File: src/rtl/param_queue_pkg.sv
// ----------------------------------------------------------------------------
// param_queue_pkg
// Shared constants and helper functions for the parametrised queue.
//   - DEFAULT_* : default parameter values for the queue and its interface
//   - count_width : width needed to hold an occupancy of 0..depth
//   - ptr_width   : width needed to address depth entries
//   - ptr_inc     : pointer increment with explicit wrap at depth-1
// ----------------------------------------------------------------------------
package param_queue_pkg;

    localparam int DEFAULT_WIDTH    = 4;
    localparam int DEFAULT_DEPTH    = 2;
    localparam int DEFAULT_AE_LEVEL = 1;

    function automatic int count_width(input int depth);
        return $clog2(depth + 1);
    endfunction

    function automatic int ptr_width(input int depth);
        return (depth > 1) ? $clog2(depth) : 1;
    endfunction

    // Wrap is an explicit compare so non-power-of-two depths work.
    function automatic int unsigned ptr_inc(input int unsigned ptr, input int unsigned depth);
        return (ptr == (depth - 32'd1)) ? 32'd0 : (ptr + 32'd1);
    endfunction

endpackage

File: src/rtl/param_queue_if.sv
// ----------------------------------------------------------------------------
// param_queue_if
// Producer/consumer handshake bundle for param_queue.
//   master : drives flush, enq, din, deq; observes status and head data
//   slave  : the queue side (receives requests, drives status and dout)
// Signals: flush, enq, din[WIDTH], deq, enq_ready, deq_valid, dout[WIDTH],
//          count[CW], almost_full, almost_empty
// ----------------------------------------------------------------------------
interface param_queue_if
    import param_queue_pkg::*;
#(
    parameter int WIDTH = DEFAULT_WIDTH,
    parameter int DEPTH = DEFAULT_DEPTH
) ();
    localparam int CW = count_width(DEPTH);

    logic             flush;
    logic             enq;
    logic [WIDTH-1:0] din;
    logic             deq;
    logic             enq_ready;
    logic             deq_valid;
    logic [WIDTH-1:0] dout;
    logic [CW-1:0]    count;
    logic             almost_full;
    logic             almost_empty;

    modport master (
        output flush, enq, din, deq,
        input  enq_ready, deq_valid, dout, count, almost_full, almost_empty
    );

    modport slave (
        input  flush, enq, din, deq,
        output enq_ready, deq_valid, dout, count, almost_full, almost_empty
    );
endinterface

File: src/rtl/param_queue_ram.sv
// ----------------------------------------------------------------------------
// param_queue_ram
// DEPTH x WIDTH register array, one synchronous write port and one
// asynchronous read port. Contents are never reset.
//   clk   : write clock
//   we    : write enable
//   waddr : write address
//   wdata : write data
//   raddr : read address
//   rdata : read data (combinational from storage)
// ----------------------------------------------------------------------------
module param_queue_ram #(
    parameter int WIDTH = 4,
    parameter int DEPTH = 2,
    parameter int AW    = 1
) (
    input  logic             clk,
    input  logic             we,
    input  logic [AW-1:0]    waddr,
    input  logic [WIDTH-1:0] wdata,
    input  logic [AW-1:0]    raddr,
    output logic [WIDTH-1:0] rdata
);
    logic [WIDTH-1:0] mem_r [DEPTH];

    // Storage write port
    always_ff @(posedge clk) begin
        if (we) begin
            mem_r[waddr] <= wdata;
        end
    end

    assign rdata = mem_r[raddr];
endmodule

File: src/rtl/param_queue.sv
// ----------------------------------------------------------------------------
// param_queue
// Parametrised synchronous FIFO with occupancy count, almost-full/almost-empty
// flags and synchronous flush.
//   clk : rising-edge clock
//   rst : synchronous active-high reset (priority over flush)
//   q   : param_queue_if.slave (flush, enq/din, deq, enq_ready, deq_valid,
//         dout, count, almost_full, almost_empty)
// Optional feature macro: QUEUE_BYPASS_EN -- fall-through when empty
// (combinational enq->deq_valid and din->dout paths). Undefined by default.
// ----------------------------------------------------------------------------
module param_queue
    import param_queue_pkg::*;
#(
    parameter int WIDTH    = DEFAULT_WIDTH,
    parameter int DEPTH    = DEFAULT_DEPTH,
    parameter int AF_LEVEL = DEPTH - 1,
    parameter int AE_LEVEL = DEFAULT_AE_LEVEL
) (
    input logic          clk,
    input logic          rst,
    param_queue_if.slave q
);
    localparam int            CW      = count_width(DEPTH);
    localparam int            PW      = ptr_width(DEPTH);
    localparam logic [CW-1:0] DEPTH_C = CW'(DEPTH);
    localparam logic [31:0]   AF_U    = 32'(AF_LEVEL);
    localparam logic [31:0]   AE_U    = 32'(AE_LEVEL);

    logic [PW-1:0]    wr_ptr_r;
    logic [PW-1:0]    rd_ptr_r;
    logic [CW-1:0]    count_r;
    logic [CW-1:0]    count_next_s;
    logic             enq_ready_r;
    logic             deq_valid_r;
    logic             almost_full_r;
    logic             almost_empty_r;
    logic             wr_fire_s;
    logic             rd_fire_s;
    logic             pass_s;
    logic             wr_store_s;
    logic             rd_pop_s;
    logic             deq_valid_s;
    logic             ram_we_s;
    logic [WIDTH-1:0] rdata_s;

    // Handshake decode: which transfers fire and which touch storage
    always_comb begin
        wr_fire_s = q.enq && enq_ready_r;
`ifdef QUEUE_BYPASS_EN
        deq_valid_s = deq_valid_r || q.enq;
        // Empty queue with both sides active: the entry flows straight through.
        pass_s      = wr_fire_s && q.deq && !deq_valid_r;
`else
        deq_valid_s = deq_valid_r;
        pass_s      = 1'b0;
`endif
        rd_fire_s  = q.deq && deq_valid_s;
        wr_store_s = wr_fire_s && !pass_s;
        rd_pop_s   = rd_fire_s && !pass_s;
        ram_we_s   = wr_store_s && !rst && !q.flush;
    end

    // Next occupancy from the stored write/read events
    always_comb begin
        count_next_s = count_r;
        case ({wr_store_s, rd_pop_s})
            2'b10:   count_next_s = count_r + CW'(1'b1);
            2'b01:   count_next_s = count_r - CW'(1'b1);
            default: count_next_s = count_r;
        endcase
    end

    // Pointer, count and status-flag registers
    always_ff @(posedge clk) begin
        if (rst || q.flush) begin
            wr_ptr_r       <= {PW{1'b0}};
            rd_ptr_r       <= {PW{1'b0}};
            count_r        <= {CW{1'b0}};
            enq_ready_r    <= 1'b1;
            deq_valid_r    <= 1'b0;
            almost_full_r  <= (AF_U == 32'd0);
            almost_empty_r <= 1'b1;
        end else begin
            if (wr_store_s) begin
                wr_ptr_r <= PW'(ptr_inc(32'(wr_ptr_r), DEPTH));
            end
            if (rd_pop_s) begin
                rd_ptr_r <= PW'(ptr_inc(32'(rd_ptr_r), DEPTH));
            end
            // Flags are precomputed from the next count so they are
            // registers that line up with count_r.
            count_r        <= count_next_s;
            enq_ready_r    <= (count_next_s != DEPTH_C);
            deq_valid_r    <= (count_next_s != {CW{1'b0}});
            almost_full_r  <= (32'(count_next_s) >= AF_U);
            almost_empty_r <= (32'(count_next_s) <= AE_U);
        end
    end

    param_queue_ram #(
        .WIDTH (WIDTH),
        .DEPTH (DEPTH),
        .AW    (PW)
    ) u_ram (
        .clk   (clk),
        .we    (ram_we_s),
        .waddr (wr_ptr_r),
        .wdata (q.din),
        .raddr (rd_ptr_r),
        .rdata (rdata_s)
    );

    assign q.enq_ready    = enq_ready_r;
    assign q.deq_valid    = deq_valid_s;
    assign q.count        = count_r;
    assign q.almost_full  = almost_full_r;
    assign q.almost_empty = almost_empty_r;
`ifdef QUEUE_BYPASS_EN
    assign q.dout = deq_valid_r ? rdata_s : q.din;
`else
    assign q.dout = rdata_s;
`endif
endmodule
File: src/flat_wrapper.sv
// flat-port wrapper written by rule: the top's interface ports become plain ports
module param_queue_flat import param_queue_pkg::*;
#(
    parameter int WIDTH    = DEFAULT_WIDTH,
    parameter int DEPTH    = DEFAULT_DEPTH,
    parameter int AF_LEVEL = DEPTH - 1,
    parameter int AE_LEVEL = DEFAULT_AE_LEVEL
)
  (clk, rst, q_flush, q_enq, q_din, q_deq, q_enq_ready, q_deq_valid, q_dout, q_count, q_almost_full, q_almost_empty);
  param_queue_if #(.WIDTH(WIDTH), .DEPTH(DEPTH)) q_i ();
  input logic clk;
  input logic rst;
  input wire logic [$bits(q_i.flush)-1:0] q_flush;
  input wire logic [$bits(q_i.enq)-1:0] q_enq;
  input wire logic [$bits(q_i.din)-1:0] q_din;
  input wire logic [$bits(q_i.deq)-1:0] q_deq;
  output wire logic [$bits(q_i.enq_ready)-1:0] q_enq_ready;
  output wire logic [$bits(q_i.deq_valid)-1:0] q_deq_valid;
  output wire logic [$bits(q_i.dout)-1:0] q_dout;
  output wire logic [$bits(q_i.count)-1:0] q_count;
  output wire logic [$bits(q_i.almost_full)-1:0] q_almost_full;
  output wire logic [$bits(q_i.almost_empty)-1:0] q_almost_empty;
  assign q_i.flush = q_flush;
  assign q_i.enq = q_enq;
  assign q_i.din = q_din;
  assign q_i.deq = q_deq;
  assign q_enq_ready = q_i.enq_ready;
  assign q_deq_valid = q_i.deq_valid;
  assign q_dout = q_i.dout;
  assign q_count = q_i.count;
  assign q_almost_full = q_i.almost_full;
  assign q_almost_empty = q_i.almost_empty;
  param_queue #(.WIDTH(WIDTH), .DEPTH(DEPTH), .AF_LEVEL(AF_LEVEL), .AE_LEVEL(AE_LEVEL)) u_core (.clk(clk), .rst(rst), .q(q_i));
endmodule
File: config.mk
export PLATFORM = sky130hd
export DESIGN_NAME = param_queue_flat
export DESIGN_NICKNAME = d
export VERILOG_FILES = /design/src/rtl/param_queue_pkg.sv /design/src/rtl/param_queue_if.sv /design/src/rtl/param_queue_ram.sv /design/src/rtl/param_queue.sv /design/src/flat_wrapper.sv
export SDC_FILE = /design/constraint.sdc
export NUM_CORES = 1
export LEC_CHECK = 0
export ABC_AREA = 1
export CAP_MARGIN = 20
export CORE_ASPECT_RATIO = 1.1
export CORE_MARGIN = 2
export CORE_UTILIZATION = 38
export CTS_CLUSTER_SIZE = 28
export DETAILED_ROUTE_END_ITERATION = 10
export GPL_ROUTABILITY_DRIVEN = 1
export GPL_TIMING_DRIVEN = 0
export PLACE_DENSITY = 0.67
export REMOVE_ABC_BUFFERS = 1
export SETUP_SLACK_MARGIN = 0.15
export SKIP_LAST_GASP = 1
export SLEW_MARGIN = 20
export SYNTH_ARGS = -nofsm -noshare
export SYNTH_HDL_FRONTEND = slang
export SYNTH_SLANG_ARGS = --single-unit
File: constraint.sdc
create_clock -name clk -period 2.1 [get_ports clk]
set_input_delay 0.42 -clock clk [delete_from_list [all_inputs] [get_ports clk]]
set_output_delay 0.42 -clock clk [all_outputs]
set_load 0.01 [all_outputs]
==> run metrics, run 1 <==
Power Density=671 nW/µm²; fraction of layout cells with a size suffix above 1=0.250; worst path cell trace=mux2_2, clkdlybuf4s50_1; Finished Core Util=0.547; I/O Buffers=18; postcts setup bufs=0; final net count=86; clk sinks=16; Rel. slew slack=0.589; CP bufs+invs=1; initial antenna violation count=0; Critical Path Fanout Max=4; period utilization=0.900; setup_tns=0 ps; commonest cells after routing, fill and taps aside=clkdlybuf4s50_1 (18), nand2_1 (8), edfxtp_1 (8); Core Box Area=1560 µm²; synthesized cell area=631 µm²; antenna-violating nets left=0; Die W=42.8 µm; most common cell after layout, fill and taps aside=clkdlybuf4s50_1; RSZ-0062 raised after global routing=no; CP Depth=2; Reg clk slew, reported paths=90 ps; post-layout minimum cycle time=1890 ps; mean area per synthesized cell=11.5 µm²; Slew Limit Fails=0; CP delay by family, top=buffers and inverters; FF+latch area=402 µm²; Crit path arrival time=1470 ps; num rows=15; clk_lat worst skew=280 ps; ANT cells=0; Num CTS Buffers=3; filler instances=147; Max Cap Violations=0; Worst setup EP type=output port; sequential element share of the synthesized area=0.635; hold path depth=2; synthesis warning total=0; Worst-Margin Slew=612 ps; Startpoint Class=flip-flop; Finished Layout Cells=93; Fmax achieved=529 MHz; die area=2000 µm²; final hold vios=0; Ports=19; synthesized netlist cell count=55; PostCTS Resize Cnt=1; Final Power=0.572 mW; Post-CTS Hold Fix Bufs=0; final setup violating endpoints=0; Hold Startpoint=u_core.wr_ptr_r; CP Class=flip-flop to output port; GRT Residual Overflow=0; Worst Path Required=1680 ps; post-synthesis cell type count=16; r2r worst-path depth=2; slowest CP cell=clkdlybuf4s50_1; placed insts=89; die height=46.7 µm; reg2reg start=u_core.q.enq_ready; Multi-input gate area=193 µm²; 1st-iter DRT viols=4; first-pass GRT wire length=1640 µm; vias in the first global route=423; Pleak=0.345 nW; status=completed; Clock Path Buffers=2; Routed WL per cell=10.8 µm; # DRC=0; DRT Pass-1 Iters=3; CTS tree=done; peak supply drop=0.000467 V; GRT Overall Usage=0.115; H-tree lvl count=1; DR vias/cell=4.72; routed vias=439; Final Skew=3.06 ps; GP Congestion=0.658; Root Driver=clkbuf_4; post-DP HPWL=785 µm; area grow syn2layout=35.1%; starting density of the core=0.405; critical path's largest stage delay=470 ps; Hold Crit Class=flip-flop to flip-flop; pin count of the biggest net entering global routing=10; routed wire length=1010 µm; Yosys reg bits=16
## power breakdown
part / internal (mW) / switching (mW)
logic: 0.0385 / 0.0308
clock network: 0.0689 / 0.0919
registers: 0.337 / 0.00535
total: 0.444 / 0.128
## worst min-delay path, cell delays in order (launching register included)
cell and delay, ps:
dfxtp_1 330, nand2_1 70, a21oi_1 60
## layout make-up
| type | instances | area share |
|---|---|---|
| Tap cell | 17 | 0.0250 |
| Sequential cell | 16 | 0.471 |
| Clock buffer | 3 | 0.0264 |
| Inverter | 8 | 0.0352 |
| Timing Repair Buffer | 18 | 0.211 |
| Multi-Input combinational cell | 30 | 0.226 |
| Clock inverter | 1 | 0.00441 |
## cells by family (layout without fill, tap and decap cells)
group	count (synthesis)	count (layout)	share of synthesized area
AOI/OAI and AO/OA	1	1	0.00793
buffers and inverters	9	30	0.0595
DFF	16	16	0.635
xor gates and xnor gates	1	1	0.0139
muxes	4	4	0.0714
and+or+nand+nor	24	24	0.212
## through the flow
step	area (µm²)	worst slack, ps	hold WS [ps]
floorplan	623	723	445
global placement	825	76.4	458
detailed placement	825	41.5	471
CTS	852	194	492
global route	852	171	517
finish	852	211	492
## sequential cells by signal, summed over array words and instances, names as in the netlist, named ones only
name	cells
u_core.q.count	2
u_core.rd_ptr_r	1
u_core.q.almost_empty	1
u_core.q.enq_ready	1
u_core.u_ram.mem_r	8
u_core.q.almost_full	1
u_core.wr_ptr_r	1
## cell usage after synthesis (all sizes together)
master / n / area (µm²)
edfxtp: 8 / 240
buf: 1 / 7.51
mux2: 4 / 45.0
nor2: 4 / 17.5
nand3: 6 / 50.1
nand2: 12 / 55.1
nand4: 1 / 6.26
dfxtp: 8 / 160
xor2: 1 / 8.76
nor3: 1 / 5.00
inv: 8 / 30.0
a21oi: 1 / 5.00
## worst paths after layout
| check | end | slack (ps) |
|---|---|---|
| hold / removal | u_core.wr_ptr_r | 490 |
| setup reg to reg | u_core.u_ram.mem_r[1][3] | 760 |
| hold reg to reg | u_core.wr_ptr_r | 490 |
| setup / recovery | q_dout[0] | 210 |
## metal layers
metal  routed length, µm  global-route usage  vias up  part of all wire
met5                   0                   0        -                 0
met4                  22              0.0750        0             0.022
li1                    -                   -      222                 -
met3                  55              0.0275        5             0.055
met2                 486               0.191       18              0.48
met1                 442               0.137      194              0.44
Power figures use the tool's default switching activity.
==> inputs of run 2 (changes only) <==
--- a/config.mk
+++ b/config.mk
@@ -15,6 +15,7 @@
 export GPL_ROUTABILITY_DRIVEN = 1
 export GPL_TIMING_DRIVEN = 0
 export PLACE_DENSITY = 0.67
+export RECOVER_POWER = 100
 export REMOVE_ABC_BUFFERS = 1
 export SETUP_SLACK_MARGIN = 0.15
 export SKIP_LAST_GASP = 1
==> run 2 against run 1 <==
Compared with the run above: total power decreased by 1.6%; sequential share of layout area rose by 0.77 points; register-to-register slack got worse by 40 ps; sequential power barely moved; maximum frequency decreased by 3.0%; first-iteration DRC count grew 25%; critical path type unchanged; routed wire length fell by 1.5%; clock power barely moved; final area decreased by 1.9%; largest cell class unchanged; clock skew grew 2.6 ps; flip-flop and latch count unchanged; global-route usage stayed put.
==> run metrics, run 2 (synthesis results as in run 1) <==
Clock Path Buffers=2 (unchanged); Worst-Margin Slew=614 ps (+2.02 ps); clk_lat worst skew=280 ps (about the same); DRT Pass-1 Iters=2 (-1); Hold WS=492 ps (+0.128 ps); most common cell after layout, fill and taps aside=dlygate4sd3_1; Die W=42.8 µm (unchanged); starting density of the core=0.405 (unchanged); CP Class=flip-flop to output port; worst path cell trace=mux2_2, clkdlybuf4s50_1; Multi-input gate area=178 µm² (-7.8%); CTS tree=done; num rows=15 (unchanged); # DRC=0 (unchanged); 1st-iter DRT viols=5 (+1); routed wire length=992 µm (-1.5%); status=completed; area grow syn2layout=32.5%; Pleak=0.351 nW (+1.9%); sw frac=0.220 (-0.00334); commonest cells after routing, fill and taps aside=dlygate4sd3_1 (11), nand2_1 (9), dfxtp_1 (8), edfxtp_1 (8); Sw Pwr=0.124 mW (-3.0%); post-layout minimum cycle time=1950 ps (+57.9 ps); postcts setup bufs=0 (unchanged); Crit path arrival time=1530 ps (+60 ps); GP Congestion=0.658 (unchanged); final setup violating endpoints=0 (unchanged); setup_tns=0 ps (unchanged); Worst Path Required=1680 ps (about the same); routed vias=436 (-0.68%); Post-CTS Hold Fix Bufs=0 (unchanged); final net count=86 (unchanged); ANT cells=0 (unchanged); reg2reg start=u_core.q.enq_ready; Ports=19 (unchanged); initial antenna violation count=0 (unchanged); Hold Startpoint=u_core.wr_ptr_r; Critical Path Fanout Max=4 (unchanged); period utilization=0.927 (+0.0276); I/O Buffers=18 (unchanged); filler instances=152 (+3.4%); post-DP HPWL=785 µm (unchanged); Finished Core Util=0.537 (-0.0104); Pint=0.439 mW (-1.1%); final hold vios=0 (unchanged); Power Density=674 nW/µm² (+0.36%); H-tree lvl count=1 (unchanged); Seq pwr share=0.606 (+0.008); pre-CTS setup slack=41.5 ps (unchanged); pin count of the biggest net entering global routing=10 (unchanged); DR vias/cell=4.69 (-0.68%); hold path depth=2 (unchanged); die area=2000 µm² (unchanged); GRT Overall Usage=0.115 (unchanged); Hold Crit Class=flip-flop to flip-flop; placed insts=89 (unchanged); antenna-violating nets left=0 (unchanged); Worst setup EP type=output port; slowest CP cell=clkdlybuf4s50_1; r2r worst-path depth=2 (unchanged); Final Skew=5.63 ps (+2.57 ps); GRT Residual Overflow=0 (unchanged); FF+latch area=400 µm² (-0.31%); largest reg by FF count=u_core.u_ram.mem_r; Max Cap Violations=0 (unchanged); Rel. slew slack=0.588 (-0.00135); clk sinks=16 (unchanged); R2R Setup Slk=720 ps (-40 ps); Routed WL per cell=10.7 µm (-1.5%); critical path's largest stage delay=470 ps (about the same); Core Box Area=1560 µm² (unchanged); PostCTS Resize Cnt=1 (unchanged); Finished Layout Cells=93 (unchanged); die height=46.7 µm (unchanged); peak supply drop=0.000466 V (-0.34%); max reg flops=8 (unchanged); Comb pwr share=0.112 (-0.009); Num CTS Buffers=3 (unchanged); clock power share=0.282 (about the same); vias in the first global route=423 (unchanged); Slew Limit Fails=0 (unchanged); Reg clk slew, reported paths=90 ps (about the same); Reg2Reg Capture Point=u_core.u_ram.mem_r[1][3]; Root Driver=clkbuf_4; first-pass GRT wire length=1640 µm (unchanged); Min-Delay Endpoint=u_core.wr_ptr_r; RSZ-0062 raised after global routing=no; Fmax achieved=514 MHz (-3.0%); setup ws final=153 ps (-57.9 ps); fraction of layout cells with a size suffix above 1=0.171 (-0.0789); Startpoint Class=flip-flop
[run 2: cell type report]
class / instances / share of cell area
multi-input cells: 30 / 0.213
flip-flops and latches: 16 / 0.479
clock buffers: 3 / 0.0269
repair buffers: 18 / 0.216
inverters: 8 / 0.0359
well taps: 17 / 0.0254
clock inverters: 1 / 0.00449
[run 2: stage by stage]
stage,area (µm²),total power [mW]
final,836,0.563
after global routing,836,0.583
after CTS,852,0.575
after detailed placement,825,0.419
after global placement,825,0.418
after floorplan,623,0.381
[run 2: how the worst max path moves through the flow]
stage | end | start | slack [ps] | cells after the start
finish | q_dout[0] | flip-flop | 150 | 2
global route | q_dout[1] | flip-flop | 100 | 2
CTS | q_dout[0] | flip-flop | 190 | 2
detailed placement | u_core.u_ram.mem_r[1][0] | rst | 40 | 4
global placement | u_core.u_ram.mem_r[1][0] | rst | 80 | 4
floorplan | u_core.u_ram.mem_r[1][0] | rst | 720 | 3
[run 2: power groups by stage]
stage | logic (mW) | registers (mW) | clock network (mW)
2_1_floorplan | 0.0296 | 0.351 | 0
3_3_place_gp | 0.0692 | 0.349 | 0
3_5_place_dp | 0.0699 | 0.349 | 0
4_1_cts | 0.0704 | 0.342 | 0.163
5_1_grt | 0.0706 | 0.342 | 0.170
6_report | 0.0629 | 0.341 | 0.159
[run 2: worst max-delay path: cells and delay by family (launching register included)]
family	cells	cell delay [ps]
buffers and inverters	1	470
flip-flops	1	430
multiplexers	1	350
[run 2: layer usage]
| layer | vias up | GRT usage | part of all wire |
|---|---|---|---|
| met5 | - | 0 | 0 |
| met3 | 5 | 0.0275 | 0.056 |
| met2 | 18 | 0.191 | 0.49 |
| met1 | 191 | 0.137 | 0.43 |
| met4 | 0 | 0.0750 | 0.022 |
| li1 | 222 | - | - |
